`src/rtl/audio_session_ctrl.sv`:
```
// ============================================================================
// audio_session_ctrl : session FSM for the audio recorder/player (codec init,
//                      key commands, SRAM port select, recording length).
// Revision 1.0
// ============================================================================
`default_nettype none

module audio_session_ctrl #(
    parameter int              ADDR_W   = 20,
    parameter logic [ADDR_W-1:0] MAX_ADDR = 20'hFFFFF,
    parameter int              SPEED_W  = 3
) (
    input  logic              i_clk,
    input  logic              i_rst_n,
    input  logic              i_init_done,
    input  logic              i_key_0,
    input  logic              i_key_1,
    input  logic              i_key_2,
    input  logic              i_key_3,
    input  logic [ADDR_W-1:0] i_rec_addr,
    input  logic [ADDR_W-1:0] i_play_addr,
    output logic              o_init_start,
    output logic              o_rec_start,
    output logic              o_rec_pause,
    output logic              o_rec_stop,
    output logic              o_play_start,
    output logic              o_play_pause,
    output logic              o_play_stop,
    output logic              o_sram_sel,
    output logic [ADDR_W-1:0] o_end_addr,
    output logic              o_end_valid,
    output logic [SPEED_W-1:0] o_speed,
    output logic [2:0]        o_state
);

    typedef enum logic [2:0] {
        S_INIT       = 3'd0,
        S_IDLE       = 3'd1,
        S_REC        = 3'd2,
        S_REC_PAUSE  = 3'd3,
        S_PLAY       = 3'd4,
        S_PLAY_PAUSE = 3'd5
    } state_t;

    localparam int CMD_REC_START  = 0;
    localparam int CMD_REC_PAUSE  = 1;
    localparam int CMD_REC_STOP   = 2;
    localparam int CMD_PLAY_START = 3;
    localparam int CMD_PLAY_PAUSE = 4;
    localparam int CMD_PLAY_STOP  = 5;

    state_t              state_q, state_d;
    logic [3:0]          key_d_q;
    logic                init_fired_q;
    logic                init_start_q;
    logic [5:0]          cmd_q, cmd_d;
    logic                sel_q, sel_d;
    logic [ADDR_W-1:0]   end_addr_q, end_addr_d;
    logic                end_valid_q, end_valid_d;
    logic [SPEED_W-1:0]  speed_q, speed_d;

    logic [3:0]          w_key;
    logic [3:0]          w_ev;
    logic                w_acted;

    assign w_key = {i_key_3, i_key_2, i_key_1, i_key_0};
    assign w_ev  = w_key & ~key_d_q;

    always_ff @(posedge i_clk or negedge i_rst_n) begin
        if (!i_rst_n) begin
            state_q      <= S_INIT;
            key_d_q      <= '0;
            init_fired_q <= 1'b0;
            init_start_q <= 1'b0;
            cmd_q        <= '0;
            sel_q        <= 1'b0;
            end_addr_q   <= '0;
            end_valid_q  <= 1'b0;
            speed_q      <= '0;
        end else begin
            state_q      <= state_d;
            key_d_q      <= w_key;
            init_fired_q <= 1'b1;
            init_start_q <= ~init_fired_q;
            cmd_q        <= cmd_d;
            sel_q        <= sel_d;
            end_addr_q   <= end_addr_d;
            end_valid_q  <= end_valid_d;
            speed_q      <= speed_d;
        end
    end

    // Each branch handles only the events applicable to its state, in priority
    // order; w_acted lets an unused key_3 event still step the speed.
    always_comb begin
        state_d     = state_q;
        cmd_d       = '0;
        sel_d       = sel_q;
        end_addr_d  = end_addr_q;
        end_valid_d = end_valid_q;
        speed_d     = speed_q;
        w_acted     = 1'b0;

        case (state_q)
            S_INIT: begin
                if (i_init_done) begin
                    state_d = S_IDLE;
                end
            end
            S_IDLE: begin
                if (w_ev[0]) begin
                    state_d              = S_REC;
                    cmd_d[CMD_REC_START] = 1'b1;
                    sel_d                = 1'b0;
                    end_valid_d          = 1'b0;
                    w_acted              = 1'b1;
                end else if (w_ev[1] && end_valid_q) begin
                    state_d               = S_PLAY;
                    cmd_d[CMD_PLAY_START] = 1'b1;
                    sel_d                 = 1'b1;
                    w_acted               = 1'b1;
                end
            end
            S_REC, S_REC_PAUSE: begin
                if (w_ev[2] || (state_q == S_REC && i_rec_addr == MAX_ADDR)) begin
                    state_d             = S_IDLE;
                    cmd_d[CMD_REC_STOP] = 1'b1;
                    end_addr_d          = i_rec_addr;
                    end_valid_d         = 1'b1;
                    w_acted             = 1'b1;
                end else if (w_ev[0]) begin
                    if (state_q == S_REC) begin
                        state_d              = S_REC_PAUSE;
                        cmd_d[CMD_REC_PAUSE] = 1'b1;
                    end else begin
                        state_d              = S_REC;
                        cmd_d[CMD_REC_START] = 1'b1;
                    end
                    w_acted = 1'b1;
                end
            end
            S_PLAY, S_PLAY_PAUSE: begin
                if (w_ev[2] || (state_q == S_PLAY && i_play_addr >= end_addr_q)) begin
                    state_d              = S_IDLE;
                    cmd_d[CMD_PLAY_STOP] = 1'b1;
                    w_acted              = 1'b1;
                end else if (w_ev[1]) begin
                    if (state_q == S_PLAY) begin
                        state_d               = S_PLAY_PAUSE;
                        cmd_d[CMD_PLAY_PAUSE] = 1'b1;
                    end else begin
                        state_d               = S_PLAY;
                        cmd_d[CMD_PLAY_START] = 1'b1;
                    end
                    w_acted = 1'b1;
                end
            end
            default: begin
                state_d = S_INIT;
            end
        endcase

        if (state_q != S_INIT && !w_acted && w_ev[3]) begin
            speed_d = speed_q + SPEED_W'(1);
        end
    end

    assign o_init_start = init_start_q;
    assign o_rec_start  = cmd_q[CMD_REC_START];
    assign o_rec_pause  = cmd_q[CMD_REC_PAUSE];
    assign o_rec_stop   = cmd_q[CMD_REC_STOP];
    assign o_play_start = cmd_q[CMD_PLAY_START];
    assign o_play_pause = cmd_q[CMD_PLAY_PAUSE];
    assign o_play_stop  = cmd_q[CMD_PLAY_STOP];
    assign o_sram_sel   = sel_q;
    assign o_end_addr   = end_addr_q;
    assign o_end_valid  = end_valid_q;
    assign o_speed      = speed_q;
    assign o_state      = state_q;

endmodule

`default_nettype wire

```
`config.mk`:
```
export PLATFORM = sky130hd
export DESIGN_NAME = audio_session_ctrl
export DESIGN_NICKNAME = d
export VERILOG_FILES = /design/src/rtl/audio_session_ctrl.sv
export SDC_FILE = /design/constraint.sdc
export NUM_CORES = 1
export LEC_CHECK = 0
export BUFFER_PORTS_ARGS = -buffer_cell sky130_fd_sc_hd__buf_2
export CAP_MARGIN = 15
export CORE_MARGIN = 4
export CORE_UTILIZATION = 35
export DETAILED_ROUTE_END_ITERATION = 12
export PLACE_DENSITY = 0.65
export SLEW_MARGIN = 30
export SYNTH_ARGS = -nofsm -noshare
export SYNTH_HDL_FRONTEND = slang
export SYNTH_SLANG_ARGS = --single-unit
```
`constraint.sdc`:
```
create_clock -name i_clk -period 3.3 [get_ports i_clk]
set_clock_uncertainty 0.05 [all_clocks]
set_input_delay 0.165 -clock i_clk [delete_from_list [all_inputs] [get_ports i_clk]]
set_output_delay 0.165 -clock i_clk [all_outputs]
set_load 0.01 [all_outputs]
```
==> flow_summary.toml <==
[drt]
drt_wl_total_um = 5400
drc = 0
num_vias = 1863
drt_iter0_drc = 76
ant_nets = 0
vias_per_cell = 4.83
first_pass_iters = 4
wl_per_cell_um = 14.0

[cts]
cts_resized = 0
h-tree-depth = 2
insertion_delay_ps = 290
cts.sinks = 40
cts_tree = "done"
cts_buffers = 5
root_buffer = "clkbuf_8"
clk_pin_slew_ps = 70
cts_max_path_buffers = 2

[global_route]
grt_pass1_vias = 1910
antenna_found_initial = 0
grt_overflow = 0
grt_max_degree = 41
grt_pass1_wl_um = 8980
grt_usage_pct = 15.3

[hold_path]
min_path_cells = 3
hold_path.class = "in -> reg"
min_from = "i_rec_addr[12]"

[die]
io_pins = 82
core_area_mm2 = 0.00596
die_w_um = 86.4
die_area_mm2 = 0.00746
initial_utilization_pct = 36.1
die_height_um = 86.4
rows = 28

[synthesis]
avgSynthCellArea_um2 = 9.55
yosysWarnings = 0
synth_nets = 293
yosys.area.top_type = "dfrtp_1"
ys_seq_elements = 40
synth_area_leaders = "dfrtp_1 (47%), ha_1 (12%), nand2_1 (5.6%)"
synthesis.area_mm2 = 0.00215
synth_cell_types = 45
synthArstFlopShare_pct = 100
seq_area_frac_synth_pct = 46.6
synth_top_area_share_pct = 46.6
synth_edf_count = 0
syn_inst = 225
ys.flop_type = "dfrtp_1"

[worst_setup_path]
rr_worst_depth = 6
crit_chain = "or3b_4 -> nor4_4 -> a31oi_2 -> inv_2 -> nand2_1 -> o21ai_1"
critical_path.startpoint = "o_state[1]"
worst_setup_path_end_kind = "flip-flop"
crit_fanout = 40
rr_startpoint = "o_state[1]"
start_kind = "flip-flop"
worstPathArrival_ps = 2540
cpPeakStageDelay_ps = 560
rrSetupSlack_ps = 930
critPathKind = "reg -> reg"
cp_slowest_cell = "dfrtp_1"
required_ps = 3460

[sta]
fin_ws_ps = 925
setup_tns_ps = 0
rsz0062_at_grt = "no"
worstMarginPinSlew_ps = 631
max_slew_margin_pct = 57.9
finalSetupViolations = 0
slew_violations = 0
max_freq_mhz = 421
hold_violations = 0
fin_crit_sh_pct = 72.0
fin_crit_ps = 2370

[cells_and_area]
n_fill_cell = 606
final_cell_mix = "buf_2 (80), dfrtp_1 (40), nand2_1 (32), inv_1 (24), ha_1 (21)"
diodes = 0
final_util_pct = 46.6
fin_nets = 378
layout_commonest_cell = "buf_2"
drive_above_1_share_pct = 31.8
final_area_mm2 = 0.00277
multi_input_area_mm2 = 0.00102
area_growth_pct = 29.0
regArea_mm2 = 0.00100

[run]
maxCapViolations = 0

[placed_design]
gp_congestion = 0.776
placed_area_mm2 = 0.00261
io_buffers = 81
dp_slack_ps = 910
dpl.hpwl_um = 4220

[power_and_ir_drop]
peakVddDrop_v = 0.000267
p_leak_nw = 1.42
finalPower_mw = 2.13
p_per_area_mw_per_mm2 = 767

[run_status]
status = "finished, final reports clean"
cells in the mapped netlist (4+ instances only):
master    instances
nor2_1            7
o21ai_1          20
buf_2             5
nand4_1           7
a21oi_1          13
o21ai_0           4
nand2_1          32
nand2b_1          5
inv_1            24
ha_1             21
dfrtp_1          40
nor3_1            4
layer usage:
layer / global-route usage, % / up-vias / part of all wire [%]
li1: - / 949 / -
met1: 20.6 / 857 / 47
met2: 24.0 / 52 / 46
met3: 4.28 / 5 / 6.5
met4: 4.67 / 0 / 0.96
met5: 0 / - / 0
flip-flops by register name (all words and copies together), names as in the netlist:
register,cells
o_sram_sel,1
o_speed,3
o_end_valid,1
cmd_q,6
o_end_addr,20
init_fired_q,1
key_d_q,4
o_state,3
o_init_start,1
logic make-up after synthesis:
group / after synthesis / share of synthesized area, %
and+or+nand+nor: 73 / 18.1
AOI/OAI and AO/OA: 54 / 15.4
DFF: 40 / 46.6
buffers and inverters: 33 / 6.05
adders and majority gates: 21 / 12.2
xor gates and xnor gates: 2 / 0.815
other: 1 / 0.174
muxes: 1 / 0.698
through the flow:
stage / cells / hold slack [ps]
2_1_floorplan: 225 / -181
3_3_place_gp: 373 / 245
3_5_place_dp: 373 / 245
4_1_cts: 386 / 39.1
5_1_grt: 386 / 45.0
6_report: 386 / 50.9
where the power goes:
| part | internal (mW) | leakage, nW | switching [mW] |
|---|---|---|---|
| Sequential | 0.667 | 0.494 | 0.137 |
| Combinational | 0.415 | 0.874 | 0.518 |
| Clock | 0.224 | 0.0552 | 0.165 |
| Total | 1.31 | 1.42 | 0.820 |
cell type report:
type,instances,share of cell area [%]
Clock buffer,6,2.62
Clock inverter,2,1.26
Inverter,25,3.38
Multi-Input combinational cell,152,36.7
Sequential cell,40,36.1
Tap cell,75,3.38
Timing Repair Buffer,86,16.5
worst paths after layout:
check | endpoint
max | o_end_addr[19]
min | o_end_addr[12]
max reg2reg | o_end_addr[19]
min reg2reg | o_init_start
max in group asynchronous | o_end_addr[7]
min in group asynchronous | o_end_addr[2]
repair_timing:
action / in CTS / in global routing
hold endpoints to repair: 44 / 0
hold buffers: 5 / 0
setup buffers: 0 / 0
worst max-delay path, delay by kind of cell, from the launching register on:
family,cells,cell delay (ps)
simple gates,3,900
compound gates,2,270
flops,1,560
buf+inv,1,490
Note: power is estimated with default switching activity, not from simulation.
